`config.mk`:
```
export PLATFORM = sky130hd
export DESIGN_NAME = merge_stream
export DESIGN_NICKNAME = d
export VERILOG_FILES = /design/src/rtl/merge_pkg.sv /design/src/rtl/key_compare.sv /design/src/rtl/merge_stream.sv
export SDC_FILE = /design/constraint.sdc
export NUM_CORES = 1
export LEC_CHECK = 0
export ABC_AREA = 0
export ABC_CLOCK_PERIOD_IN_PS = 5100
export CAP_MARGIN = 20
export CORE_AREA = 2 2 127 129
export CTS_BUF_LIST = sky130_fd_sc_hd__clkbuf_8
export CTS_CLUSTER_SIZE = 40
export DETAILED_ROUTE_END_ITERATION = 8
export DIE_AREA = 0 0 129 131
export GPL_TIMING_DRIVEN = 0
export PLACE_DENSITY = 0.57
export SLEW_MARGIN = 15
export SYNTH_ARGS = -nofsm -noshare
export SYNTH_HDL_FRONTEND = slang
export SYNTH_SLANG_ARGS = --single-unit
```
`constraint.sdc`:
```
create_clock -name clk -period 5.1 [get_ports clk]
set_clock_uncertainty 0.05 [all_clocks]
set_input_delay 1.02 -clock clk [delete_from_list [all_inputs] [get_ports clk]]
set_output_delay 1.02 -clock clk [all_outputs]
set_load 0.02 [all_outputs]
```
`src/rtl/merge_pkg.sv`:
```
// Shared types and constants for the two-way streaming merge stage.
package merge_pkg;

    typedef enum logic [1:0] {
        MERGE   = 2'd0,
        DRAIN_A = 2'd1,
        DRAIN_B = 2'd2
    } merge_state_e;

    localparam logic SRC_A = 1'b0;
    localparam logic SRC_B = 1'b1;

    localparam int unsigned DEFAULT_WIDTH     = 32;
    localparam int unsigned DEFAULT_KEY_WIDTH = 32;

endpackage

```
`src/rtl/key_compare.sv`:
```
// Unsigned key comparator built from two half-width subtractions.
// Equality output is only generated when MERGE_DUP_DETECT_EN is defined.
module key_compare #(
    parameter int unsigned KEY_WIDTH = 32
) (
    input  logic [KEY_WIDTH-1:0] key_a,
    input  logic [KEY_WIDTH-1:0] key_b,
    output logic                 a_le_b,
    output logic                 eq
);

    if (KEY_WIDTH == 1) begin : g_narrow
        assign a_le_b = !key_a[0] || key_b[0];
`ifdef MERGE_DUP_DETECT_EN
        assign eq = (key_a[0] == key_b[0]);
`else
        assign eq = 1'b0;
`endif
    end else begin : g_split
        localparam int unsigned LO_W = KEY_WIDTH / 2;
        localparam int unsigned HI_W = KEY_WIDTH - LO_W;

        logic [LO_W:0] lo_diff;
        logic [HI_W:0] hi_diff;
        logic          lo_lt, lo_eq, hi_lt, hi_eq;

        // The extra top bit of each difference is the borrow, i.e. "a < b" for that half.
        always_comb begin
            lo_diff = {1'b0, key_a[LO_W-1:0]} - {1'b0, key_b[LO_W-1:0]};
            hi_diff = {1'b0, key_a[KEY_WIDTH-1:LO_W]} - {1'b0, key_b[KEY_WIDTH-1:LO_W]};
            lo_lt   = lo_diff[LO_W];
            lo_eq   = (lo_diff[LO_W-1:0] == '0);
            hi_lt   = hi_diff[HI_W];
            hi_eq   = (hi_diff[HI_W-1:0] == '0);
        end

        assign a_le_b = hi_lt || (hi_eq && (lo_lt || lo_eq));
`ifdef MERGE_DUP_DETECT_EN
        assign eq = hi_eq && lo_eq;
`else
        assign eq = 1'b0;
`endif
    end

endmodule

```
`src/rtl/merge_stream.sv`:
```
// Two-way streaming merge of sorted runs with a registered output stage.
// Define MERGE_DUP_DETECT_EN to enable the sticky equal-key dup_flag.
module merge_stream
    import merge_pkg::*;
#(
    parameter int unsigned WIDTH     = DEFAULT_WIDTH,
    parameter int unsigned KEY_WIDTH = DEFAULT_KEY_WIDTH
) (
    input  logic             clk,
    input  logic             rst_n,

    input  logic             a_valid,
    output logic             a_ready,
    input  logic [WIDTH-1:0] a_data,
    input  logic             a_last,

    input  logic             b_valid,
    output logic             b_ready,
    input  logic [WIDTH-1:0] b_data,
    input  logic             b_last,

    output logic             out_valid,
    input  logic             out_ready,
    output logic [WIDTH-1:0] out_data,
    output logic             out_last,
    output logic             out_src,

    output logic             dup_flag
);

    merge_state_e state_q;

    logic adv;
    logic both_valid;
    logic a_le_b;
    logic a_fire;
    logic b_fire;

`ifdef MERGE_DUP_DETECT_EN
    logic key_eq;
    logic dup_q;
`else
    logic unused_key_eq;
`endif

    key_compare #(
        .KEY_WIDTH (KEY_WIDTH)
    ) u_key_compare (
        .key_a  (a_data[WIDTH-1 -: KEY_WIDTH]),
        .key_b  (b_data[WIDTH-1 -: KEY_WIDTH]),
        .a_le_b (a_le_b),
`ifdef MERGE_DUP_DETECT_EN
        .eq     (key_eq)
`else
        .eq     (unused_key_eq)
`endif
    );

    assign adv        = !out_valid || out_ready;
    assign both_valid = a_valid && b_valid;

    // Readies are forced low during reset so upstream never sees a phantom pop.
    always_comb begin
        a_ready = 1'b0;
        b_ready = 1'b0;
        if (rst_n) begin
            unique case (state_q)
                MERGE: begin
                    a_ready = adv && both_valid && a_le_b;
                    b_ready = adv && both_valid && !a_le_b;
                end
                DRAIN_A: a_ready = adv;
                DRAIN_B: b_ready = adv;
                default: ;
            endcase
        end
    end

    assign a_fire = a_valid && a_ready;
    assign b_fire = b_valid && b_ready;

    always_ff @(posedge clk or negedge rst_n) begin
        if (!rst_n) begin
            state_q   <= MERGE;
            out_valid <= 1'b0;
            out_data  <= '0;
            out_last  <= 1'b0;
            out_src   <= SRC_A;
`ifdef MERGE_DUP_DETECT_EN
            dup_q     <= 1'b0;
`endif
        end else begin
            if (adv) begin
                out_valid <= a_fire || b_fire;
                if (a_fire) begin
                    out_data <= a_data;
                    out_src  <= SRC_A;
                    out_last <= (state_q == DRAIN_A) && a_last;
                end else if (b_fire) begin
                    out_data <= b_data;
                    out_src  <= SRC_B;
                    out_last <= (state_q == DRAIN_B) && b_last;
                end
            end

            unique case (state_q)
                MERGE: begin
                    if (a_fire && a_last) begin
                        state_q <= DRAIN_B;
                    end else if (b_fire && b_last) begin
                        state_q <= DRAIN_A;
                    end
                end
                DRAIN_A: if (a_fire && a_last) state_q <= MERGE;
                DRAIN_B: if (b_fire && b_last) state_q <= MERGE;
                default: state_q <= MERGE;
            endcase

`ifdef MERGE_DUP_DETECT_EN
            // A new equal-key decision wins over the end-of-run clear.
            if ((state_q == MERGE) && (a_fire || b_fire) && key_eq) begin
                dup_q <= 1'b1;
            end else if (out_valid && out_ready && out_last) begin
                dup_q <= 1'b0;
            end
`endif
        end
    end

`ifdef MERGE_DUP_DETECT_EN
    assign dup_flag = dup_q;
`else
    assign dup_flag = 1'b0;
`endif

endmodule

```
==> results of run 1 <==
-- path summary, 6_finish.rpt --
check,startpoint,end,slack (ns),depth (start not counted)
worst max-delay path,a_data[0],b_ready,-0.07,14
worst min-delay path,state_q[1],state_q[0],0.48,1
worst max register to register,out_valid,out_data[27],2.96,7
worst min register to register,state_q[1],state_q[0],0.48,1
max in group asynchronous,rst_n,out_data[31],3.89,2
min in group asynchronous,rst_n,out_data[24],0.60,1
-- critical path, stage by stage --
cell	delay [ns]
clkdlybuf4s15_2	0.19
inv_2	0.04
ha_4	0.16
fa_2	0.40
nor2b_2	0.14
o211ai_1	0.16
a211o_1	0.30
a211oi_2	0.25
o2111ai_2	0.18
o41ai_4	0.45
nand4_1	0.21
a32o_1	0.31
and2_4	0.16
buf_6	0.12
-- flip-flops by register name (all words and copies together) (netlist names) --
name,cells
out_data,32
out_src,1
out_valid,1
out_last,1
state_q,2
-- synth_stat cells, types with 3 or more instances --
cell / count / share of area
nand2b_1: 4 / 0.0066
nor3b_1: 3 / 0.0059
or3_1: 7 / 0.012
inv_1: 50 / 0.050
a31oi_1: 4 / 0.0066
buf_4: 5 / 0.0099
a2111oi_0: 4 / 0.0092
nand2_1: 51 / 0.050
dfrtp_1: 37 / 0.24
o211ai_1: 5 / 0.0099
buf_2: 5 / 0.0066
o21ai_1: 3 / 0.0040
nand3_1: 11 / 0.015
clkbuf_1: 5 / 0.0050
and2_1: 3 / 0.0050
o21a_1: 3 / 0.0059
buf_6: 4 / 0.012
a211oi_1: 6 / 0.012
ha_1: 32 / 0.11
xnor2_1: 4 / 0.0092
mux2i_1: 33 / 0.087
a21oi_1: 25 / 0.033
a21o_1: 9 / 0.018
nand3b_1: 3 / 0.0059
and4_1: 3 / 0.0069
o21ai_0: 44 / 0.058
nor3_1: 5 / 0.0066
o2111ai_1: 5 / 0.012
nand4_1: 5 / 0.0083
nor2_1: 22 / 0.022
a211o_1: 4 / 0.0092
nor4_1: 4 / 0.0066
nor2b_1: 11 / 0.018
xor2_1: 3 / 0.0069
o2111a_1: 4 / 0.012
-- kinds of logic after synthesis --
| logic type | Yosys count | synth area share |
|---|---|---|
| buf+inv | 69 | 0.0828 |
| other cells | 1 | 0.000989 |
| mux | 34 | 0.0901 |
| xor+xnor | 7 | 0.0162 |
| simple gates | 142 | 0.188 |
| compound gates | 144 | 0.261 |
| fa+ha+maj | 34 | 0.116 |
| flops | 37 | 0.244 |
-- what timing repair did --
item	in CTS	in global routing
resized for setup	123	28
pin swaps	41	12
setup buffers	19	0
gates cloned	1	0
endpoints found under the setup margin	2	2
hold endpoints to repair	0	0
-- through the flow --
step	util	setup TNS (ns)	worst slack [ns]	total power (W)
after floorplan	-	0	0.392	0.00107
after global placement	0.329	-10.46	-1.17	0.00152
after detailed placement	0.330	-8.60	-1.07	0.00155
after CTS	0.370	-0.000738	-0.000738	0.00187
after global routing	0.375	-0.188	-0.177	0.00199
final	0.375	-0.0681	-0.0681	0.00185
-- where the power goes --
part	switching, W	internal, W
clock network	0.000121	0.000106
registers	0.0000827	0.000434
logic	0.000567	0.000542
total	0.000770	0.00108
-- layer usage --
layer | wire length [um] | GRT usage
met1 | 5540 | 0.181
met2 | 6660 | 0.293
met3 | 444 | 0.0252
met4 | 189 | 0.0371
met5 | 0 | 0
-- cell type report --
cell class	instances	area, um2	share of cell area
buffer	17	141	0.0242
tap	216	270	0.0462
clock buffer	6	82.6	0.0141
inverter	50	190	0.0325
multi-input combinational	362	3000	0.514
timing repair buffer	128	1230	0.210
clock inverter	1	3.75	0.000642
sequential	37	926	0.158
==> results.sh, run 1 <==
export IMPL_synth_distinct_cells=65
export IMPL_rsz0062_at_grt="yes"
export IMPL_fmax_mhz=193
export IMPL_slew_headroom=0.641
export IMPL_worst_ir_drop_vdd_mv=0.147
export IMPL_cts_tree="yes"
export IMPL_core_mm2=0.0156
export IMPL_grt_max_degree=28
export IMPL_endpoint_kind="output port"
export IMPL_worst_slew_pin_slew_ns=0.539
export IMPL_period_needed_ns=5.17
export IMPL_wire_per_inst_um=15.7
export IMPL_grt_pass1_vias=4232
export IMPL_cts_root_buf="clkbuf_8"
export IMPL_antenna_diode_count=0
export IMPL_synth_edf_count=0
export IMPL_finalCritPeriodShare=1.01
export IMPL_dp_hpwl_um=9800
export IMPL_violations="negative setup slack"
export IMPL_synth_ff_type="dfrtp_1"
export IMPL_dieArea_mm2=0.0169
export IMPL_vias_per_cell=4.91
export IMPL_final_area_mm2=0.00584
export IMPL_setup_ws_ns=-0.0681
export IMPL_place_inst=792
export IMPL_synth_seq_cells=37
export IMPL_io_buffers=107
export IMPL_antenna_found_initial=0
export IMPL_ant_nets=0
export IMPL_grt_usage=0.154
export IMPL_syn_cell_area_mm2=0.00379
export IMPL_status="finished, violations left"
export IMPL_finalHoldViolations=0
export IMPL_ys_warn_count=0
export IMPL_die_w_um=129
export IMPL_areaGrowthSynthToFinish_pct=54.2
export IMPL_clock_latency_ns=0.30
export IMPL_cts_max_path_buffers=2
export IMPL_route_detailed_drc=0
export IMPL_grt_overflow=0
export IMPL_nFillCells=1613
export IMPL_worst_setup_path_start_kind="primary input"
export IMPL_first_iter_violations=169
export IMPL_grt_first_pass_wirelength_um=20700
export IMPL_avgSynthCellArea_um2=8.10
export IMPL_placed_cell_area_mm2=0.00515
export IMPL_whs_ns=0.479
export IMPL_cts_made_buffers=5
export IMPL_drv_cap=0
export IMPL_h_tree_depth=2
export IMPL_clkTransAtPathRegs_ns=0.07
export IMPL_required_ns=4.03
export IMPL_instances_no_fill=817
export IMPL_synth_async_reset_ratio=1.00
export IMPL_hp_class="flop to flop"
export IMPL_final_common_cell="clkdlybuf4s50_1"
export IMPL_ys_seq_area_frac=0.244
export IMPL_drive_gt1_frac=0.208
export IMPL_start_util=0.243
export IMPL_netlist_instances=468
export IMPL_num_vias=4015
export IMPL_crit_type="primary input to output port"
export IMPL_clock_sinks=37
export IMPL_cts_hold_fix_buffers=0
export IMPL_leakagePower_nw=2.35
export IMPL_report_final_slew_viol_count=0
export IMPL_layout_common_cells="clkdlybuf4s50_1 (76), nand2_1 (49), o21ai_0 (43)"
export IMPL_finalWirelength_um=12800
export IMPL_p_per_area_mw_per_mm2=317
export IMPL_fp_row_count=46
export IMPL_io_pins=109
export IMPL_layout_nets=706
export IMPL_first_pass_iters=4
export IMPL_place_gp_congestion=0.846
export IMPL_crit_fanout=2
export IMPL_setup_viol=1
export IMPL_worstPathArrival_ns=4.10
export IMPL_die_h_um=131
export IMPL_synth_nets=573
Note: power is estimated with default switching activity, not from simulation.
==> run 2, diff against run 1 <==
--- a/config.mk
+++ b/config.mk
@@ -9,12 +9,11 @@
 export ABC_CLOCK_PERIOD_IN_PS = 5100
 export CAP_MARGIN = 20
 export CORE_AREA = 2 2 127 129
-export CTS_BUF_LIST = sky130_fd_sc_hd__clkbuf_8
+export CTS_BUF_LIST = sky130_fd_sc_hd__clkbuf_16
 export CTS_CLUSTER_SIZE = 40
 export DETAILED_ROUTE_END_ITERATION = 8
 export DIE_AREA = 0 0 129 131
 export GPL_TIMING_DRIVEN = 0
-export PLACE_DENSITY = 0.57
 export SLEW_MARGIN = 15
 export SYNTH_ARGS = -nofsm -noshare
 export SYNTH_HDL_FRONTEND = slang
==> run 2 against run 1 <==
  * The flow still finishes with violations (negative setup slack)
  * Clock power rose by 40%
  * Sequential cell count did not move
  * Setup slack improved by 0.035 ns
  * Design area rose by 4.3%
  * Critical path depth rose by 1
  * Register-to-register slack improved by 0.06 ns
  * Non-clock buffer count rose by 16
  * Clock-buffer cell count fell by 1
  * Largest cell class unchanged
  * Largest power group unchanged
==> results.sh, run 2 (synthesized netlist as in run 1, its figures left out) <==
export IMPL_first_iter_violations=170
export IMPL_vias_per_cell=4.91
export IMPL_crit_fanout=3
export IMPL_dp_hpwl_um=9900
export IMPL_critPathTopFamily="compound AO/OA/AOI/OAI gates"
export IMPL_worst_path_max_delay_cell="a2111oi_4"
export IMPL_antenna_found_initial=0
export IMPL_final_common_cell="clkdlybuf4s50_1"
export IMPL_nFillCells=1587
export IMPL_route_detailed_drc=0
export IMPL_io_pins=109
export IMPL_finalWirelength_um=13500
export IMPL_grt_max_degree=30
export IMPL_rsz0062_at_grt="yes"
export IMPL_grt_overflow=0
export IMPL_dr_wl_met2_um=6960
export IMPL_worst_ir_drop_vdd_mv=0.150
export IMPL_die_w_um=129
export IMPL_cp_slowest_stage_delay_ns=0.39
export IMPL_h_tree_depth=2
export IMPL_final_area_mm2=0.00609
export IMPL_drv_cap=0
export IMPL_fp_row_count=46
export IMPL_whs_ns=0.460
export IMPL_place_gp_congestion=0.856
export IMPL_finalHoldViolations=0
export IMPL_clkTransAtPathRegs_ns=0.06
export IMPL_die_h_um=131
export IMPL_grt_usage=0.161
export IMPL_clock_sinks=37
export IMPL_core_mm2=0.0156
export IMPL_placed_cell_area_mm2=0.00515
export IMPL_crit_type="primary input to output port"
export IMPL_ant_nets=0
export IMPL_finalCritPeriodShare=1.01
export IMPL_drive_gt1_frac=0.267
export IMPL_cts_made_buffers=5
export IMPL_cts_root_buf="clkbuf_16"
export IMPL_areaGrowthSynthToFinish_pct=60.7
export IMPL_violations="negative setup slack"
export IMPL_p_per_area_mw_per_mm2=325
export IMPL_total_power_w=0.00198
export IMPL_largest_reg_flops=32
export IMPL_wl_met1_um=5600
export IMPL_cts_max_path_buffers=2
export IMPL_multiInputGateArea_mm2=0.00308
export IMPL_status="finished, violations left"
export IMPL_setup_ws_ns=-0.0329
export IMPL_reg_top3="out_data: 32 flops, state_q: 2 flops"
export IMPL_setup_viol=1
export IMPL_worst_setup_path_start_kind="primary input"
export IMPL_first_pass_iters=5
export IMPL_antenna_diode_count=0
export IMPL_endpoint_kind="output port"
export IMPL_layout_common_cells="clkdlybuf4s50_1 (60), nand2_1 (47), o21ai_0 (42)"
export IMPL_regArea_um2=926
export IMPL_slew_headroom=0.640
export IMPL_leakagePower_nw=2.56
export IMPL_hp_class="flop to flop"
export IMPL_grt_pass1_vias=4385
export IMPL_met3_length_um=635
export IMPL_clock_latency_ns=0.30
export IMPL_worst_slew_pin_slew_ns=0.533
export IMPL_grt_first_pass_wirelength_um=21400
export IMPL_io_buffers=107
export IMPL_dr_max_layer_used="met4"
export IMPL_path_buf_inv=4
export IMPL_dieArea_mm2=0.0169
export IMPL_cts_hold_fix_buffers=0
export IMPL_required_ns=4.03
export IMPL_period_needed_ns=5.13
export IMPL_fmax_mhz=195
export IMPL_layout_nets=722
export IMPL_cts_tree="yes"
export IMPL_worstPathArrival_ns=4.06
export IMPL_crit_chain="buf_8 > inv_4 > ha_4 > fa_2 > and2b_2 > o211ai_1 > buf_4 > a211o_1 > a31oi_4 > o211ai_1 > a2111oi_4 > nand4_1 > a32o_2 > and2_4 > buf_6"
export IMPL_fin_util=0.391
export IMPL_tns_ns=-0.0329
export IMPL_start_util=0.243
export IMPL_wire_per_inst_um=16.1
export IMPL_num_vias=4095
export IMPL_critPathMostFrequentCell="o211ai_1"
export IMPL_top_register="out_data"
export IMPL_report_final_slew_viol_count=0
==> run 2: cell count changes in the layout (fill, tap and decap cells not counted), moves of 5 or more <==
cell	change
dlymetal6s2s_1	+9
dlygate4sd2_1	+6
clkdlybuf4s50_1	-16
clkbuf_8	-6
inv_1	-8
inv_2	+7
clkbuf_16	+5
buf_4	+17
==> run 2: path summary, 6_finish.rpt <==
path | startpoint | endpoint | slack (ns) | cells after the start
max | a_data[16] | b_ready | -0.03 | 15
min | state_q[1] | state_q[0] | 0.46 | 1
max reg2reg | out_valid | out_data[23] | 3.02 | 6
min reg2reg | state_q[1] | state_q[0] | 0.46 | 1
max in group asynchronous | rst_n | out_data[23] | 3.91 | 2
min in group asynchronous | rst_n | out_data[7] | 0.59 | 1
==> run 2: cell type report <==
type	instances	share of cell area
multi-input combinational	362	0.506
clock inverter	3	0.00205
tap	216	0.0444
inverter	50	0.0312
buffer	17	0.0238
sequential	37	0.152
timing repair buffer	144	0.221
clock buffer	5	0.0205
==> run 2: what timing repair did <==
item                       CTS  global route
setup buffers               24            12
pin swaps                   40            25
gates resized for setup    152            46
setup endpoints to repair   26             2
==> run 2: metal layers <==
metal,GRT usage,up-vias
met5,0,-
met3,0.0330,18
met1,0.183,1948
li1,-,2011
met2,0.299,118
met4,0.0543,0
==> run 2: report_power, final <==
part           leakage (nW)  total, W  switching [W]  internal, W
clock network        0.0687  0.000317       0.000140     0.000177
registers             0.459  0.000520      0.0000851     0.000435
logic                  2.03   0.00114       0.000584     0.000559
total                  2.56   0.00198       0.000809      0.00117
==> run 2: stage by stage <==
| stage | setup WS [ns] | cells |
|---|---|---|
| after global routing | -0.138 | 834 |
| final | -0.0329 | 834 |
| after floorplan | 0.392 | 468 |
| after CTS | -0.0141 | 822 |
| after global placement | -1.15 | 791 |
| after detailed placement | -1.23 | 792 |
==> run 3, diff against run 2 <==
--- a/config.mk
+++ b/config.mk
@@ -7,13 +7,13 @@
 export LEC_CHECK = 0
 export ABC_AREA = 0
 export ABC_CLOCK_PERIOD_IN_PS = 5100
-export CAP_MARGIN = 20
-export CORE_AREA = 2 2 127 129
+export CORE_AREA = 2 2 91 93
 export CTS_BUF_LIST = sky130_fd_sc_hd__clkbuf_16
 export CTS_CLUSTER_SIZE = 40
 export DETAILED_ROUTE_END_ITERATION = 8
-export DIE_AREA = 0 0 129 131
+export DIE_AREA = 0 0 93 95
 export GPL_TIMING_DRIVEN = 0
+export PLACE_DENSITY = 0.81
 export SLEW_MARGIN = 15
 export SYNTH_ARGS = -nofsm -noshare
 export SYNTH_HDL_FRONTEND = slang
==> run 3 against run 2 <==
  * The run still ends with negative setup slack left
  * Largest cell class unchanged
  * Sequential cell count stayed put
  * Sequential power is essentially flat
  * Sequential share of layout area up 0.99 points
  * Fmax grew 0.23%
  * Routed wire length decreased by 13%
  * Setup slack better by 0.012 ns
  * Final cell count down 15%
  * Clock-buffer cell count did not move
  * Register-to-register slack better by 0.06 ns
  * Die area decreased by 48%
  * Total power decreased by 0.54%
  * Via count up 1.6%
==> results.sh, run 3 (synthesized netlist as in run 1, its figures left out) <==
export IMPL_vias_per_cell=5.89
export IMPL_r2r_cells=8
export IMPL_ant_nets=0
export IMPL_final_common_cell="clkdlybuf4s50_1"
export IMPL_fin_util=0.722
export IMPL_nFillCells=614
export IMPL_worst_ir_drop_vdd_mv=0.211
export IMPL_setup_viol=1
export IMPL_endpoint_kind="output port"
export IMPL_clock_sinks=37
export IMPL_cts_made_buffers=5
export IMPL_pre_cts_ws_ns=-1.00
export IMPL_report_final_slew_viol_count=0
export IMPL_grt_first_pass_wirelength_um=18400
export IMPL_drive_gt1_frac=0.186
export IMPL_worstPathArrival_ns=4.05
export IMPL_io_pins=109
export IMPL_place_gp_congestion=0.905
export IMPL_grt_pass1_vias=4103
export IMPL_fmax_mhz=195
export IMPL_clkTransAtPathRegs_ns=0.06
export IMPL_core_mm2=0.00793
export IMPL_dp_hpwl_um=8510
export IMPL_start_util=0.478
export IMPL_cts_root_buf="clkbuf_16"
export IMPL_first_iter_violations=176
export IMPL_regArea_um2=926
export IMPL_holdPathStages=1
export IMPL_top_register="out_data"
export IMPL_p_per_area_mw_per_mm2=344
export IMPL_reg_top3="out_data: 32 flops, state_q: 2 flops"
export IMPL_placed_cell_area_mm2=0.00502
export IMPL_cts_tree="yes"
export IMPL_cp_slowest_stage_delay_ns=0.48
export IMPL_first_pass_iters=5
export IMPL_finalHoldViolations=0
export IMPL_finalWirelength_um=11700
export IMPL_fp_row_count=33
export IMPL_die_h_um=95
export IMPL_period_needed_ns=5.12
export IMPL_worst_path_max_delay_cell="clkdlybuf4s50_1"
export IMPL_cts_hold_fix_buffers=0
export IMPL_grt_overflow=0
export IMPL_worst_setup_path_start_kind="primary input"
export IMPL_grt_usage=0.255
export IMPL_crit_fanout=7
export IMPL_antenna_diode_count=0
export IMPL_clock_latency_ns=0.28
export IMPL_io_buffers=107
export IMPL_die_w_um=93
export IMPL_cts_max_path_buffers=2
export IMPL_finalCritPeriodShare=1.00
export IMPL_route_detailed_drc=0
export IMPL_grt_max_degree=27
export IMPL_layout_nets=705
export IMPL_multiInputGateArea_mm2=0.00293
export IMPL_cp_num_cells=13
export IMPL_drv_cap=0
export IMPL_rsz0062_at_grt="yes"
export IMPL_path_buf_inv=3
export IMPL_critPathMostFrequentCell="a21o_1"
export IMPL_required_ns=4.03
export IMPL_hp_class="flop to flop"
export IMPL_num_vias=4160
export IMPL_final_area_mm2=0.00572
export IMPL_whs_ns=0.482
export IMPL_dieArea_mm2=0.00884
export IMPL_layout_common_cells="clkdlybuf4s50_1 (86), nand2_1 (48), inv_1 (46)"
export IMPL_antenna_found_initial=0
export IMPL_wire_per_inst_um=16.6
export IMPL_critPathTopFamily="compound AO/OA/AOI/OAI gates"
export IMPL_crit_type="primary input to output port"
export IMPL_total_power_w=0.00197
export IMPL_crit_chain="clkdlybuf4s50_1 > inv_1 > ha_4 > nand3_2 > or3_1 > a21o_1 > a21o_1 > a22o_1 > o41ai_2 > nand4_1 > a32o_1 > and2_4 > buf_6"
export IMPL_h_tree_depth=2
export IMPL_leakagePower_nw=2.39
export IMPL_areaGrowthSynthToFinish_pct=50.9
export IMPL_setup_ws_ns=-0.0211
export IMPL_largest_reg_flops=32
export IMPL_violations="negative setup slack"
export IMPL_status="finished, violations left"
-- run 3: metal layers --
| metal | up-vias | global-route usage | part of all wire |
|---|---|---|---|
| li1 | 1969 | - | - |
| met1 | 2015 | 0.302 | 0.40 |
| met2 | 152 | 0.475 | 0.52 |
| met3 | 24 | 0.0351 | 0.053 |
| met4 | 0 | 0.0846 | 0.023 |
| met5 | - | 0 | 0 |
-- run 3: cell type report --
class	instances	area share
clock inverters	3	0.00656
plain buffers	17	0.0247
well taps	105	0.0230
multi-input cells	362	0.512
inverters	50	0.0332
repair buffers	127	0.217
flip-flops and latches	37	0.162
clock buffers	5	0.0219
-- run 3: repair_timing --
action / 4_1_cts / 5_1_grt
buffers inserted: 13 / 6
pin swaps: 32 / 23
gates resized for setup: 81 / 42
endpoints found under the hold margin: 0 / 0
setup endpoints to repair: 2 / 2
-- run 3: where the power goes --
part | internal, W | switching [W] | total (W)
registers | 0.000435 | 0.0000818 | 0.000517
logic | 0.000539 | 0.000563 | 0.00110
clock network | 0.000227 | 0.000124 | 0.000352
-- run 3: final timing paths --
check,start,end,slack (ns)
setup / recovery,b_data[9],b_ready,-0.02
hold / removal,state_q[1],state_q[0],0.48
setup reg to reg,out_valid,out_data[18],3.08
hold reg to reg,state_q[1],state_q[0],0.48
max in group asynchronous,rst_n,state_q[1],3.87
min in group asynchronous,rst_n,out_data[24],0.65
-- run 3: worst reg2reg max path, delay by kind of cell (launching register included) --
kind                   cells  cell delay, ns
AND/OR/NAND/NOR            4            0.69
flip-flops                 1            0.38
buffers and inverters      2            0.47
AO/OA/AOI/OAI              2            0.34
-- run 3: per-stage QoR --
stage | std cells | setup TNS [ns]
2_1_floorplan | 468 | 0
3_3_place_gp | 680 | -4.18
3_5_place_dp | 681 | -3.31
4_1_cts | 700 | -0.0172
5_1_grt | 706 | -0.196
6_report | 706 | -0.0211
